===== config.mk =====
export PLATFORM = sky130hd
export DESIGN_NAME = sync_arith_unit_arbiter
export DESIGN_NICKNAME = d
export VERILOG_FILES = /design/src/rtl/sync_arith_pkg.sv /design/src/rtl/rr_arbiter.sv /design/src/rtl/sync_arith_unit_arbiter.sv
export SDC_FILE = /design/constraint.sdc
export NUM_CORES = 1
export LEC_CHECK = 0
export CAP_MARGIN = 25
export CORE_AREA = 2 2 162 164
export CTS_CLUSTER_DIAMETER = 100
export DETAILED_ROUTE_END_ITERATION = 10
export DIE_AREA = 0 0 164 166
export PLACE_DENSITY = 0.68
export SYNTH_ARGS = -nofsm -noshare
export SYNTH_HDL_FRONTEND = slang
export SYNTH_SLANG_ARGS = --single-unit

===== constraint.sdc =====
create_clock -name i_clk -period 2.2 [get_ports i_clk]
set_clock_uncertainty 0.15 [all_clocks]
set_input_delay 0.44 -clock i_clk [delete_from_list [all_inputs] [get_ports i_clk]]
set_output_delay 0.44 -clock i_clk [all_outputs]
set_load 0.01 [all_outputs]

===== src/rtl/sync_arith_pkg.sv =====
// Shared types and constants for the arbitrated arithmetic-unit front end.
package sync_arith_pkg;

    localparam int unsigned STATUS_W = 4;
    localparam int unsigned OP_W     = 2;

    typedef logic [OP_W-1:0] op_t;

    typedef enum logic [1:0] {
        IDLE = 2'd0,
        EXEC = 2'd1,
        RESP = 2'd2
    } state_t;

endpackage


===== src/rtl/rr_arbiter.sv =====
// Combinational round-robin pick: first requester after ptr, with wrap-around.
module rr_arbiter #(
    parameter int unsigned NREQ  = 4,
    parameter int unsigned IDX_W = $clog2(NREQ)
) (
    input  logic [NREQ-1:0]  req,
    input  logic [IDX_W-1:0] ptr,
    output logic [NREQ-1:0]  grant,
    output logic [IDX_W-1:0] grant_idx,
    output logic             found
);

    always_comb begin
        logic [IDX_W-1:0] cand;
        grant     = '0;
        grant_idx = '0;
        found     = 1'b0;
        cand      = '0;
        // Search order starts one past the last winner so it ends up with lowest priority.
        for (int unsigned i = 1; i <= NREQ; i++) begin
            cand = IDX_W'((32'(ptr) + i) % NREQ);
            if (!found && req[cand]) begin
                found     = 1'b1;
                grant_idx = cand;
            end
        end
        if (found) begin
            grant[grant_idx] = 1'b1;
        end
    end

endmodule


===== src/rtl/sync_arith_unit_arbiter.sv =====
// Shares one external fixed-latency ALU between NREQ requesters with
// round-robin arbitration and valid/ready request and response handshakes.
module sync_arith_unit_arbiter
    import sync_arith_pkg::*;
#(
    parameter int unsigned BITS    = 32,
    parameter int unsigned NREQ    = 4,
    parameter int unsigned ALU_LAT = 1
) (
    input  logic                   i_clk,
    input  logic                   i_reset,
    input  logic [NREQ-1:0]        i_req_valid,
    input  logic [NREQ*BITS-1:0]   i_req_A,
    input  logic [NREQ*BITS-1:0]   i_req_B,
    input  logic [NREQ*OP_W-1:0]   i_req_op,
    output logic [NREQ-1:0]        o_req_ready,
    output logic [NREQ-1:0]        o_rsp_valid,
    input  logic [NREQ-1:0]        i_rsp_ready,
    output logic [BITS-1:0]        o_rsp_result,
    output logic [STATUS_W-1:0]    o_rsp_status,
    output logic [BITS-1:0]        o_alu_arg_A,
    output logic [BITS-1:0]        o_alu_arg_B,
    output logic [OP_W-1:0]        o_alu_op,
    input  logic [BITS-1:0]        i_alu_result,
    input  logic [STATUS_W-1:0]    i_alu_status,
    output logic                   o_busy
);

    localparam int unsigned IDX_W = $clog2(NREQ);
    localparam int unsigned CNT_W = $clog2(ALU_LAT + 1);

    state_t              state_q, state_d;
    logic [IDX_W-1:0]    ptr_q, ptr_d;
    logic [IDX_W-1:0]    owner_q, owner_d;
    logic [CNT_W-1:0]    cnt_q, cnt_d;
    logic [BITS-1:0]     alu_a_q, alu_a_d;
    logic [BITS-1:0]     alu_b_q, alu_b_d;
    op_t                 alu_op_q, alu_op_d;
    logic [BITS-1:0]     res_q, res_d;
    logic [STATUS_W-1:0] st_q, st_d;
    logic [NREQ-1:0]     rsp_valid_q, rsp_valid_d;
    logic                busy_q, busy_d;

    logic [NREQ-1:0]     grant;
    logic [IDX_W-1:0]    grant_idx;
    logic                found;

    rr_arbiter #(
        .NREQ  (NREQ),
        .IDX_W (IDX_W)
    ) u_rr_arbiter (
        .req       (i_req_valid),
        .ptr       (ptr_q),
        .grant     (grant),
        .grant_idx (grant_idx),
        .found     (found)
    );

    // Next-state and datapath update.
    always_comb begin
        state_d     = state_q;
        ptr_d       = ptr_q;
        owner_d     = owner_q;
        cnt_d       = cnt_q;
        alu_a_d     = alu_a_q;
        alu_b_d     = alu_b_q;
        alu_op_d    = alu_op_q;
        res_d       = res_q;
        st_d        = st_q;
        rsp_valid_d = rsp_valid_q;

        case (state_q)
            IDLE: begin
                if (found) begin
                    alu_a_d  = i_req_A[32'(grant_idx) * BITS +: BITS];
                    alu_b_d  = i_req_B[32'(grant_idx) * BITS +: BITS];
                    alu_op_d = i_req_op[32'(grant_idx) * OP_W +: OP_W];
                    owner_d  = grant_idx;
                    ptr_d    = grant_idx;
                    cnt_d    = CNT_W'(ALU_LAT);
                    state_d  = EXEC;
                end
            end
            EXEC: begin
                if (cnt_q == '0) begin
                    res_d                = i_alu_result;
                    st_d                 = i_alu_status;
                    rsp_valid_d          = '0;
                    rsp_valid_d[owner_q] = 1'b1;
                    state_d              = RESP;
                end else begin
                    cnt_d = cnt_q - CNT_W'(1);
                end
            end
            RESP: begin
                // Only the owner's ready completes the response.
                if (i_rsp_ready[owner_q]) begin
                    rsp_valid_d = '0;
                    state_d     = IDLE;
                end
            end
            default: begin
                rsp_valid_d = '0;
                state_d     = IDLE;
            end
        endcase

        busy_d = (state_d != IDLE);
    end

    always_ff @(posedge i_clk) begin
        if (i_reset) begin
            state_q     <= IDLE;
            ptr_q       <= IDX_W'(NREQ - 1);
            owner_q     <= '0;
            cnt_q       <= '0;
            alu_a_q     <= '0;
            alu_b_q     <= '0;
            alu_op_q    <= '0;
            res_q       <= '0;
            st_q        <= '0;
            rsp_valid_q <= '0;
            busy_q      <= 1'b0;
        end else begin
            state_q     <= state_d;
            ptr_q       <= ptr_d;
            owner_q     <= owner_d;
            cnt_q       <= cnt_d;
            alu_a_q     <= alu_a_d;
            alu_b_q     <= alu_b_d;
            alu_op_q    <= alu_op_d;
            res_q       <= res_d;
            st_q        <= st_d;
            rsp_valid_q <= rsp_valid_d;
            busy_q      <= busy_d;
        end
    end

    // Accept is offered combinationally so a requester can be taken in the same cycle.
    assign o_req_ready  = (state_q == IDLE) ? grant : '0;
    assign o_rsp_valid  = rsp_valid_q;
    assign o_rsp_result = res_q;
    assign o_rsp_status = st_q;
    assign o_alu_arg_A  = alu_a_q;
    assign o_alu_arg_B  = alu_b_q;
    assign o_alu_op     = alu_op_q;
    assign o_busy       = busy_q;

endmodule


==> flow_summary.toml <==
[pwr]
power_density_nw_per_um2 = 721.3
power_frac_clock = 0.333
netSwitchingFraction = 0.3195
seqPwrFrac = 0.300
combPwrFrac = 0.366
p_switching_w = 0.002745
ir_drop_mv = 0.3309
p_int_w = 0.005846
p_total_w = 0.008591
p_leak_nw = 4.666

[floorplan]
pin_count = 421
start_util = 0.2548
die_h_um = 166
floorplan.rows = 59
fp.dieArea_um2 = 27220
die_w_um = 164
coreArea_um2 = 25620

[placed_design]
post-place-cells = 1547
place_ws_ns = -0.6858
dpl_cell_area_um2 = 11230
hpwlAfterDp_um = 19830
io_buffer_count = 420
gp_congestion = 0.8237

[flow_run]
maxCapViolCount = 0

[layout]
n_antenna_cell = 0
nNetsFinal = 1543
syn2layout_area_growth_pct = 82.51
design_area_um2 = 11910
drive_above_1_share = 0.08587
final_cells = 1581

[cts]
clk_path_buf_depth = 2
cts_root_buffer = "clkbuf_16"
numCtsBuffers = 17
clk_latency_ns = 0.41
cts_hold_buf = 0
clk_pin_slew_ns = 0.06
cts_tree = "yes"
htree_levels = 4
cts_sinks = 114

[critical_path]
path_common_cell = "nand2b_4"
slowest_stage = "dfxtp_4"
critPathTopFamily = "simple AND/OR/NAND/NOR gates"
cpPeakStageDelay_ns = 0.36
cp.arrival_ns = 1.61
crit_chain = "nand2b_4, a21o_4, and3_4, nand2b_4, nor2_4, buf_6"
cp-start-kind = "flop"
worstPathMaxFanout = 3
cp_num_buf_inv = 1
worstSetupEndpointType = "output pin"
crit_required_ns = 1.61
path_class = "flop to output pin"

[synthesis]
synth_top_area_frac = 0.3497
synth-edff-count = 0
ys_types = 38
ys.flop_type = "dfxtp_1"
yosysSeqAreaShare = 0.3497
syn_nets = 1144
synth_xor_xnor_area_share = 0
synth_seq_cells = 114
synth_mux_area_frac = 0.1047
synth_top_family_by_area = "compound AO/OA/AOI/OAI gates"
synth_compound_area_frac = 0.2400
async_flop_share = 0
yosys_warnings = 0
syn-cell-area_um2 = 6526
yosysMostFrequentCell = "nand2_1"
synth_area_leader_cell = "dfxtp_1"
syn_avg_cell_area_um2 = 7.825
synthAdderAreaFrac = 0
synth_common_cells = "nand2_1, dfxtp_1, a31oi_1, inv_1"
synthTopCellsByArea = "dfxtp_1, mux2i_1, and4_1"
yosys.area_share.simple = 0.2021
synth_cells = 834

[status]
status = "completed"

[timing]
finalHoldViolCount = 0
setup_slack_ns = 0.001772
setup_viol = 0
finalMaxSlewViolations = 0
relSlewSlack = 0.6443
rsz0062_at_grt = "yes"
fin_crit_sh = 0.9992
max_clock_freq_ghz = 0.4549
worst_pin_slew_ns = 0.5335
period_needed_ns = 2.198

[worst_hold_path]
hp-class = "input port to flop"

[drt]
drtIter0Drc = 479
drcViolationCount = 0
wl_um = 27100
routed_via_density = 4.890
wl_per_cell_um = 17.14
first_pass_iters = 4
drt.antenna.violating_nets = 0
vias = 7731

[grt]
antenna_found_initial = 0
grt_pass1_vias = 7369
grt_pass1_wl_um = 40150
grt_max_degree = 81
gr-usage-all-layers = 0.1899
grt_overflow = 0
power groups by stage:
stage | Combinational, W | Clock [W] | Sequential (W)
detailed placement | 0.00313 | 0 | 0.00261
global placement | 0.00311 | 0 | 0.00261
floorplan | 0.00128 | 0 | 0.00275
finish | 0.00315 | 0.00286 | 0.00258
global route | 0.00339 | 0.00302 | 0.00262
CTS | 0.00316 | 0.00294 | 0.00258
area by class of cell:
| cell class | instances | area, um2 |
|---|---|---|
| repair buffers | 465 | 4688 |
| clock inverters | 15 | 172.7 |
| multi-input cells | 568 | 3669 |
| well taps | 335 | 419.2 |
| flip-flops and latches | 114 | 2286 |
| clock buffers | 17 | 425.4 |
| fillers | 2509 | 13700 |
| inverters | 67 | 251.5 |
per-layer routing:
metal  global-route usage  wire length, um  vias up  part of all wire
met5                    0                0        -                 0
met4              0.06522              649        0             0.024
met3              0.04820             2193       36             0.081
met2               0.3292            13190      324              0.49
met1               0.2263            11070     3584              0.41
li1                     -                -     3787                 -
sequential cells by signal, summed over array words and instances, names as in the netlist:
register	cells
o_alu_arg_A	32
o_alu_arg_B	32
o_rsp_result	32
o_rsp_status	4
o_rsp_valid	4
o_alu_op	2
owner_q	2
ptr_q	2
state_q	2
cnt_q	1
o_busy	1
timing repair:
item | CTS | global route
cloned | 0 | 0
setup endpoints to repair | 59 | 33
resized for setup | 34 | 12
pin swaps | 2 | 5
setup buffers | 1 | 1
through the flow:
step | utilization | hold slack, ns | TNS, ns
floorplan | - | 0.3206 | 0
global placement | 0.4383 | 0.2908 | -34.01
detailed placement | 0.4383 | 0.2922 | -36.01
CTS | 0.4636 | 0.1954 | -0.09062
global route | 0.4650 | 0.1943 | -0.06926
finish | 0.4650 | 0.2139 | 0
worst paths after layout:
check / from / endpoint / slack, ns / cells after the start
hold / removal: i_reset / cnt_q$_SDFFE_PP0P_ / 0.21 / 2
setup reg to reg: ptr_q[0]$_SDFFE_PP1P_ / o_alu_arg_B[3]$_SDFFE_PP0P_ / 0.08 / 9
setup / recovery: ptr_q[0]$_SDFFE_PP1P_ / o_req_ready[1] / 0.002 / 6
hold reg to reg: o_rsp_valid[1]$_SDFFE_PP0P_ / o_rsp_valid[1]$_SDFFE_PP0P_ / 0.30 / 2
cells by family (layout without fill, tap and decap cells):
| logic type | count (synthesis) | after routing |
|---|---|---|
| compound gates | 255 | 255 |
| buf+inv | 152 | 564 |
| simple gates | 246 | 246 |
| flops | 114 | 114 |
| mux | 67 | 67 |
placed cells by master (no fill, tap or decap), drive strengths merged, types with 18 or more instances in the layout:
master	count
o211ai	66
mux2i	66
dfxtp	114
a21oi	47
inv	75
clkdlybuf4s50	411
clkbuf	18
and4	66
o21ai	69
nand2	149
a31oi	67
buf	50
Note: power is estimated with default switching activity, not from simulation.
